$ cat config.mk
export PLATFORM = sky130hd
export DESIGN_NAME = booth_mul_arbiter
export DESIGN_NICKNAME = d
export VERILOG_FILES = /design/src/rtl/booth_mul_arbiter.sv
export SDC_FILE = /design/constraint.sdc
export NUM_CORES = 1
export LEC_CHECK = 0
export ABC_AREA = 1
export BUFFER_PORTS_ARGS = -buffer_cell sky130_fd_sc_hd__buf_2
export CORE_MARGIN = 1
export CORE_UTILIZATION = 25
export DETAILED_ROUTE_END_ITERATION = 16
export PLACE_DENSITY = 0.5
export SYNTH_ARGS = -nofsm -noshare
export SYNTH_HDL_FRONTEND = slang
export SYNTH_SLANG_ARGS = --single-unit
$ cat constraint.sdc
create_clock -name clk -period 2.1 [get_ports clk]
set_input_delay 0.42 -clock clk [delete_from_list [all_inputs] [get_ports clk]]
set_output_delay 0.42 -clock clk [all_outputs]
set_load 0.1 [all_outputs]
$ cat src/rtl/booth_mul_arbiter.sv
// Round-robin front end sharing one serial-load booth multiplier.
// Grants one operand pair at a time, loads it, waits for done or timeout.
module booth_mul_arbiter #(
    parameter int NREQ    = 4,
    parameter int WIDTH   = 16,
    parameter int IDW     = 2,
    parameter int TIMEOUT = 64
) (
    input  logic                  clk,
    input  logic                  rst,
    input  logic [NREQ-1:0]       req_valid,
    output logic [NREQ-1:0]       req_ready,
    input  logic [NREQ*WIDTH-1:0] req_a,
    input  logic [NREQ*WIDTH-1:0] req_b,
    output logic                  rsp_valid,
    input  logic                  rsp_ready,
    output logic [IDW-1:0]        rsp_id,
    output logic [WIDTH-1:0]      rsp_data,
    output logic                  rsp_err,
    output logic                  mul_start,
    output logic [WIDTH-1:0]      mul_data_in,
    input  logic                  mul_done,
    input  logic [WIDTH-1:0]      mul_out
);

    localparam int CW = (TIMEOUT > 2) ? $clog2(TIMEOUT) : 1;

    typedef enum logic [2:0] {
        IDLE,
        GRANT,
        ISSUE,
        LOAD_M,
        LOAD_Q,
        WAIT,
        RESP
    } state_t;

    state_t           state;
    state_t           state_n;
    logic [IDW-1:0]   rr;
    logic [IDW-1:0]   rr_n;
    logic [IDW-1:0]   gid;
    logic [IDW-1:0]   win;
    logic             any;
    logic [WIDTH-1:0] op_a;
    logic [WIDTH-1:0] op_b;
    logic [CW-1:0]    cnt;
    logic             tmo;

    // Search from the rr pointer upward with wrap; first valid wins
    always_comb begin
        any = 1'b0;
        win = '0;
        for (int k = 0; k < NREQ; k++) begin
            if (!any && req_valid[(int'(rr) + k) % NREQ]) begin
                any = 1'b1;
                win = IDW'((int'(rr) + k) % NREQ);
            end
        end
    end

    assign rr_n = (int'(win) == NREQ - 1) ? '0 : win + 1'b1;
    assign tmo  = (cnt == CW'(TIMEOUT - 1));

    always_ff @(posedge clk) begin
        if (rst) begin
            state <= IDLE;
        end else begin
            state <= state_n;
        end
    end

    always_comb begin
        state_n = state;
        case (state)
            IDLE:    if (any) state_n = GRANT;
            GRANT:   state_n = req_valid[gid] ? ISSUE : IDLE;
            ISSUE:   state_n = LOAD_M;
            LOAD_M:  state_n = LOAD_Q;
            LOAD_Q:  state_n = WAIT;
            WAIT:    if (mul_done || tmo) state_n = RESP;
            RESP:    if (rsp_ready) state_n = IDLE;
            default: state_n = IDLE;
        endcase
    end

    always_comb begin
        req_ready   = '0;
        mul_start   = 1'b0;
        mul_data_in = '0;
        case (state)
            GRANT:  req_ready[gid] = req_valid[gid];
            ISSUE:  mul_start = 1'b1;
            LOAD_M: begin
                mul_start   = 1'b1;
                mul_data_in = op_a;
            end
            LOAD_Q: begin
                mul_start   = 1'b1;
                mul_data_in = op_b;
            end
            default: ;
        endcase
    end

    always_ff @(posedge clk) begin
        if (rst) begin
            rr        <= '0;
            gid       <= '0;
            op_a      <= '0;
            op_b      <= '0;
            cnt       <= '0;
            rsp_valid <= 1'b0;
            rsp_id    <= '0;
            rsp_data  <= '0;
            rsp_err   <= 1'b0;
        end else begin
            cnt <= '0;
            case (state)
                IDLE: begin
                    if (any) begin
                        gid <= win;
                        rr  <= rr_n;
                    end
                end
                GRANT: begin
                    if (req_valid[gid]) begin
                        op_a <= req_a[gid*WIDTH +: WIDTH];
                        op_b <= req_b[gid*WIDTH +: WIDTH];
                    end
                end
                WAIT: begin
                    cnt <= cnt + 1'b1;
                    // done beats a coincident timeout
                    if (mul_done) begin
                        rsp_valid <= 1'b1;
                        rsp_id    <= gid;
                        rsp_data  <= mul_out;
                        rsp_err   <= 1'b0;
                    end else if (tmo) begin
                        rsp_valid <= 1'b1;
                        rsp_id    <= gid;
                        rsp_data  <= '0;
                        rsp_err   <= 1'b1;
                    end
                end
                RESP: begin
                    if (rsp_ready) rsp_valid <= 1'b0;
                end
                default: ;
            endcase
        end
    end

endmodule
# After elaboration in Yosys (flattened, before gate mapping)
# Index checks and enable logic that the tools add are counted.
classes:
  addsub: 5
  magnitude_cmp: 6
  n_eq_ne: 12
  shift: 2
  mux: 41
  bitwise: 5
  reduce_logical: 21
op_table:
  columns: ["operator", "count"]
  rows:
  - ["$shiftx 64x7->16", 2]
  - ["$mux 16", 2]
  - ["$pmux 16 s2", 1]
  - ["$pmux 3 s7", 1]
  - ["$mux 1", 18]
  - ["$mux 2", 8]
  - ["$lt 3x4->1 const B", 3]
  - ["$bmux 1 s2", 5]
  - ["$eq 3x3->1 const B", 3]
  - ["$mux 3", 3]
  - ["$reduce_or 2->1", 4]
  - ["$add 6x1->6 const B", 1]
  - ["$eq 3x2->1 const B", 2]
  - ["$eq 6x6->1 const B", 1]
  - ["$lt 2x3->1 const B", 2]
  - ["$ne 2x2->1 const B", 3]
  - ["$reduce_and 2->1", 3]
  - ["$reduce_and 3->1", 2]
  - ["$add 2x1->2 const B", 2]
  - ["$add 2x2->2 const B", 2]
  - ["$and 4x4->4", 1]
  - ["$logic_and 1x1->1", 4]
  - ["$mux 4", 1]
  - ["$reduce_bool 2->1", 2]
  - ["12 further kinds", 16]
totals:
  reg_bits: 65
  inputBits: 152
  output_inout_bits: 41

# Longest topological paths before layout
# Gate-level depths: netlist of the first run.
logic_depth:
  depth_word: 16
  ltp_mapped: 15
  mapped_depth_nobuf: 14

# Least setup slack after synthesis of the first run
# OpenSTA, ideal clock, no wires.
synth_path:
  path_type: "reg2out"
  from: "reg state[1]"
  to: "out mul_data_in[0]"
  arrival_ps: 2380
  required_ps: 1680
  slack_ps: -700
  path_stages_with_launch: 5
  path_buffers: 1
  path_cell_list: "dfxtp_1 > inv_1 > nand3_1 > clkbuf_1 > o22ai_1"
synth_via:
  elab_chain_len: 2
synth_rtl:
  columns: ["item", "line_no", "text"]
  rows:
  - ["start: declaration", "38", "state_t state;"]
  - ["start signal: assignment", "69", "state <= state_n;"]
  - ["$eq 3x3->1 or $eq 3x2->1 (tied branches)", "91", "case (state)"]
  - ["$pmux 16 s2 *", "91", null]
  - ["end: declaration", "21", "output logic [WIDTH-1:0] mul_data_in,"]
# Every way passes the cells marked *; elsewhere a longest branch is shown, timed or not.

# Worst setup path in the final report of the first run
layout_path:
  from: "reg state[2]"
  to: "out mul_data_in[9]"
# Same word-level chain as after synthesis.

==> results of run 1 <==
[cell usage in the layout (no fill, tap or decap), drive strengths merged]
cell / synthesis / routed
nor3: 3 / 3
ha: 2 / 2
xnor2: 1 / 1
nand3: 53 / 53
o21a: 1 / 1
nand2: 158 / 158
a31oi: 64 / 64
inv: 58 / 58
buf: 21 / 205
a21oi: 58 / 58
clkbuf: 21 / 14
o22ai: 16 / 16
o21ai: 41 / 41
dfxtp: 65 / 65
nand4: 2 / 2
nor2: 32 / 32
[kinds of logic after synthesis]
group | after synthesis | synth area share
simple gates | 248 | 0.285
compound gates | 180 | 0.258
buf+inv | 101 | 0.116
flops | 65 | 0.333
fa+ha+maj | 2 | 0.00640
xor+xnor | 1 | 0.00224
[cell usage after synthesis, drive strengths merged]
library cell,n
nand2,158
dfxtp,65
a31oi,64
a21oi,58
inv,58
nand3,53
o21ai,41
nor2,32
buf,21
clkbuf,21
o22ai,16
nor3,3
ha,2
nand4,2
dlygate4sd1,1
o21a,1
xnor2,1
[area by class of cell]
class / instances / area [sq um] / area share
Clock buffer: 14 / 264 / 0.0455
Multi-Input combinational cell: 431 / 2310 / 0.398
Sequential cell: 65 / 1310 / 0.225
Inverter: 58 / 220 / 0.0380
Tap cell: 211 / 264 / 0.0455
Timing Repair Buffer: 205 / 1440 / 0.248
[how the worst max path moves through the flow]
stage / start / endpoint / cells past startpoint
finish: state[2] / mul_data_in[9] / 5
global route: gid[1] / req_ready[3] / 8
CTS: state[2] / mul_data_in[4] / 5
detailed placement: req_valid[2] / rr[1] / 13
global placement: req_valid[0] / rr[1] / 12
floorplan: state[1] / mul_data_in[10] / 3
[worst register-to-register path: cells and delay by family, from the launching register on]
| kind | cells | cell delay [ps] |
|---|---|---|
| and+or+nand+nor | 9 | 680 |
| DFF | 1 | 340 |
| adders and majority gates | 1 | 270 |
| buffers and inverters | 2 | 230 |
| AOI/OAI and AO/OA | 1 | 150 |
[sequential cells by signal, summed over array words and instances, names as in the netlist]
signal	count
op_a	16
op_b	16
rsp_data	16
cnt	6
state	3
gid	2
rr	2
rsp_id	2
rsp_err	1
rsp_valid	1
[metal layers]
metal  part of all wire  up-vias
li1                   -     2373
met4             0.0081        0
met3              0.079       10
met5                  0        -
met2               0.47      143
met1               0.44     2008
[per-stage QoR]
stage / utilization / hold WS (ps) / area [sq um]
after floorplan: - / 418 / 4010
after global placement: 0.359 / 429 / 5480
after CTS: 0.378 / 321 / 5770
after detailed placement: 0.359 / 440 / 5480
after global routing: 0.380 / 328 / 5800
final: 0.380 / 340 / 5800
[where the power goes]
part / switching [mW] / internal, mW / total (mW)
registers: 0.152 / 1.47 / 1.63
clock network: 0.500 / 0.850 / 1.35
logic: 2.01 / 1.02 / 3.03
total: 2.66 / 3.35 / 6.00
==> results by group, run 1 <==
Yosys
  – Synth top area cells: dfxtp_1 33%, nand2_1 14%, a31oi_1 10%, a21oi_1 7.3%, nand3_1 6.3%
  – Post-synth top area cell: dfxtp_1
  – Seq/Total Area, Yosys: 0.333
  – Post-Syn Area: 3910 sq um
  – Post-synth cell types: 30
  – Mapped Nets: 751
  – Syn Inst Count: 597
  – Yosys Warn Count: 0
  – Yosys top cell area share: 0.333
  – Syn_area_per_cell: 6.55 sq um
  – Yosys reg bits: 65

Clock network
  – H-tree depth: 3
  – Worst skew pair latency: 330 ps
  – CTS tree: built
  – Clk buf depth: 2
  – Clock tree root buffer cell: clkbuf_16
  – Post-CTS Hold Buffers: 0
  – CTS sink cnt: 65
  – Worst-path clk slew: 50 ps
  – Setup bufs post-CTS: 0
  – Post-CTS resize count: 4
  – Total CTS buffers: 9

Power and ir drop
  – Pwr Density: 1040 nW/um^2
  – VDD IR max: 483 uV
  – Pleak: 2.52 nW
  – Total Power: 6.00 mW

Hold path
  – Min-delay worst type: input pin to flip-flop
  – Endpoint, Worst Hold: rsp_data[0]
  – Hold path depth: 3
  – Min-delay src: mul_out[0]

Worst setup path
  – Critical-path top delay cell: dfxtp_1
  – Setup CP Type: flip-flop to output pin
  – Crit path DAT: 1600 ps
  – Crit path largest cell delay: 370 ps
  – Bufs and invs on worst path: 3
  – Cell family contributing the most delay on the critical path: buffers and inverters
  – Worst r2r src: rr[0]
  – Critical Path Fanout Max: 18
  – CP dominant cell by count: buf_12
  – Critical Path RT: 1680 ps
  – FF-to-FF End: rr[1]
  – Worst-case reg-to-reg path depth: 13
  – CP startpoint kind: flip-flop
  – Worst reg2reg setup slack: 350 ps
  – CP Cell Sequence: inv_1 -> nand3_1 -> buf_12 -> o22ai_2 -> buf_12
  – Crit. End Element: output pin

Routing
  – Post-route ant nets: 0
  – Vias: 4,534
  – Starting DRT DRC Count: 170
  – TritonRoute pass-1 iters: 4
  – Vias/cell: 4.61
  – Avg WL per Cell: 13.8 um
  – Residual DRC count: 0
  – Post-Route WL: 13,600 um

Final layout
  – Finished Layout Cells: 984
  – Layout cells sized above 1: 0.349
  – Diode count: 0
  – Syn-to-layout area delta: 48.4%
  – Final nets: 924
  – Filler cells: 1,677

Timing
  – Clock Skews: 4.73 ps
  – RSZ-0062 raised after global routing: true
  – Worst slew margin: 0.556
  – Minimum clock period: 2020 ps
  – Final Setup Violations: 0
  – Fin crit share: 0.964
  – Final hold viol count: 0
  – Setup ws final: 75.5 ps
  – Worst Tran Pin Value: 661 ps
  – Fin Setup TNS: 0 ps
  – Fmax: 0.494 GHz
  – Slew Limit Fails: 0

Place
  – Worst slack, placed: 267 ps
  – RePlAce Congestion: 0.767
  – Placed Cells: 970
  – IO Port Bufs: 192
  – Post-DP HPWL: 10,300 um

Global route
  – Global Route Usage Sum: 0.176
  – First-pass GRT wire length: 22,000 um
  – Largest net degree at the start of global routing: 70
  – Initial antenna violation count: 0
  – Global Route met2 Usage: 0.299
  – Vias in the first global route: 4,407
  – Met3 Usage GRT: 0.0716
  – Gr busiest metal: met2
  – Grt ovf: 0
  – GR Util met1: 0.207

Floorplanning
  – Row count: 45
  – Die Footprint: 16,100 sq um
  – Die extent in x: 127 um
  – Core area: 15,300 sq um
  – Starting Density: 0.256
  – Die span in y: 127 um
  – Io pins: 193

Outcome
  – Status: finished clean

Job
  – Maxcap violations: 0
No activity file was read; power rests on OpenSTA's default activity.
==> inputs of run 2 (changes only) <==
CORE_UTILIZATION = 35   (was 25)
PLACE_DENSITY = 0.65   (was 0.5)
==> run 2 against run 1 <==
  * Register-to-register slack got worse by 170 ps
  * Hold slack lost 4.7 ps
  * Sequential share of layout area increased by 0.73 points
  * Combinational power decreased by 4%
  * Non-clock buffer count fell by 1
  * Flip-flop and latch count unchanged
  * Largest power group unchanged
  * Critical endpoint is now mul_data_in[4]
==> results by group, run 2 (synthesis results as in run 1) <==
Place
  – RePlAce Congestion: 0.797
  – Worst slack, placed: 226 ps
  – Post-DP HPWL: 9310 um
  – Post-Place Cell Area: 5340 sq um
  – Placed Cells: 896
  – IO Port Bufs: 192

Final layout
  – Most frequent cells in the layout: 171 x buf_2, 144 x nand2_1, 64 x a31oi_1
  – Layout cells sized above 1: 0.352
  – Diode count: 0
  – Design Area, Final: 5620 sq um
  – Biggest regs: op_a (16), op_b (16), rsp_data (16)
  – Final nets: 923
  – Syn-to-layout area delta: 43.7%
  – Commonest non-fill, non-tap cell in the layout: buf_2
  – Final Core Density: 0.518
  – Finished Layout Cells: 913

Timing
  – Hold slack: 335 ps
  – Fmax: 0.494 GHz
  – RSZ-0062 raised after global routing: true
  – Final hold viol count: 0
  – Setup ws final: 75.3 ps
  – Fin Setup TNS: 0 ps
  – Worst slew margin: 0.532
  – Slew Limit Fails: 0
  – Fin crit share: 0.964
  – Minimum clock period: 2020 ps
  – Clock Skews: 6.33 ps
  – Worst Tran Pin Value: 702 ps
  – Final Setup Violations: 0

Floorplanning
  – Die extent in x: 108 um
  – Row count: 38
  – Io pins: 193
  – Core area: 10,800 sq um
  – Starting Density: 0.361
  – Die span in y: 108 um
  – Die Footprint: 11,600 sq um

Clock network
  – Clock tree root buffer cell: clkbuf_8
  – Total CTS buffers: 9
  – Post-CTS Hold Buffers: 0
  – Worst skew pair latency: 330 ps
  – Clk buf depth: 2
  – H-tree depth: 3
  – CTS tree: built
  – Worst-path clk slew: 70 ps
  – CTS sink cnt: 65

Power and ir drop
  – Pleak: 2.48 nW
  – Combinational share of power: 0.510
  – VDD IR max: 498 uV
  – Net Sw Frac: 0.450
  – Switching pwr: 2.57 mW
  – Sequential power share: 0.286
  – Clock share of power: 0.205
  – Pwr Density: 1020 nW/um^2
  – Cell internal pwr: 3.15 mW
  – Total Power: 5.72 mW

Hold path
  – Min-delay worst type: input pin to flip-flop
  – Hold path depth: 3

Global route
  – Grt ovf: 0
  – Vias in the first global route: 4,342
  – Initial antenna violation count: 0
  – Largest net degree at the start of global routing: 79
  – First-pass GRT wire length: 19,500 um
  – Global Route Usage Sum: 0.213

Routing
  – Avg WL per Cell: 13.4 um
  – Post-route ant nets: 0
  – Post-Route WL: 12,200 um
  – Residual DRC count: 0
  – Vias: 4,587
  – Vias/cell: 5.02
  – TritonRoute pass-1 iters: 4
  – Starting DRT DRC Count: 202

Worst setup path
  – Worst-case reg-to-reg path depth: 11
  – Critical Path Fanout Max: 18
  – Setup CP Type: flip-flop to output pin
  – CP startpoint kind: flip-flop
  – Crit. End Element: output pin
  – Crit path DAT: 1600 ps
  – Critical Path RT: 1680 ps

Outcome
  – Status: finished clean

Job
  – Maxcap violations: 0
==> run 2: cell types whose count changed in the layout (fill, tap and decap cells not counted), sizes merged <==
cell      delta
clkbuf       -4
clkinvlp     +1
buf          -1
bufinv       +2
clkinv       +1
inv          +1
==> run 2: repair_timing <==
action	in CTS	in global routing
setup endpoints to repair	4	6
setup buffers	1	1
gates cloned	0	0
pin swaps	0	1
resized for setup	4	5
==> run 2: worst paths after layout <==
check | startpoint | endpoint | slack, ps
worst max-delay path | state[2] | mul_data_in[4] | 80
worst min-delay path | mul_out[1] | rsp_data[1] | 330
worst max register to register | rr[1] | rr[1] | 180
worst min register to register | rsp_data[15] | rsp_data[15] | 460
==> run 2: layout make-up <==
| type | instances | area, sq um |
|---|---|---|
| clock inverter | 5 | 78.8 |
| inverter | 58 | 220 |
| sequential | 65 | 1310 |
| timing repair buffer | 204 | 1390 |
| tap | 140 | 175 |
| multi-input combinational | 431 | 2310 |
| fill | 1046 | 5220 |
| clock buffer | 10 | 138 |
==> run 2: metal layers <==
metal	track usage	vias to the layer above	wire, um
met5	0	-	0
met1	0.239	2070	5120
met4	0.0626	0	91
li1	-	2372	-
met3	0.0551	9	838
met2	0.391	136	6140
==> run 2: critical path, cell delays in order (launching register included) <==
cell     delay (ps)
dfxtp_1         370
inv_1           120
nand3_1         120
buf_12          190
o22ai_1         250
buf_12          220
==> run 2: power by group through the flow <==
stage	combinational [mW]	sequential (mW)	clock, mW
final	2.92	1.63	1.17
after floorplan	2.20	1.64	0
after CTS	2.90	1.65	1.20
after global routing	3.26	1.66	1.26
after detailed placement	2.84	1.69	0
after global placement	2.79	1.68	0
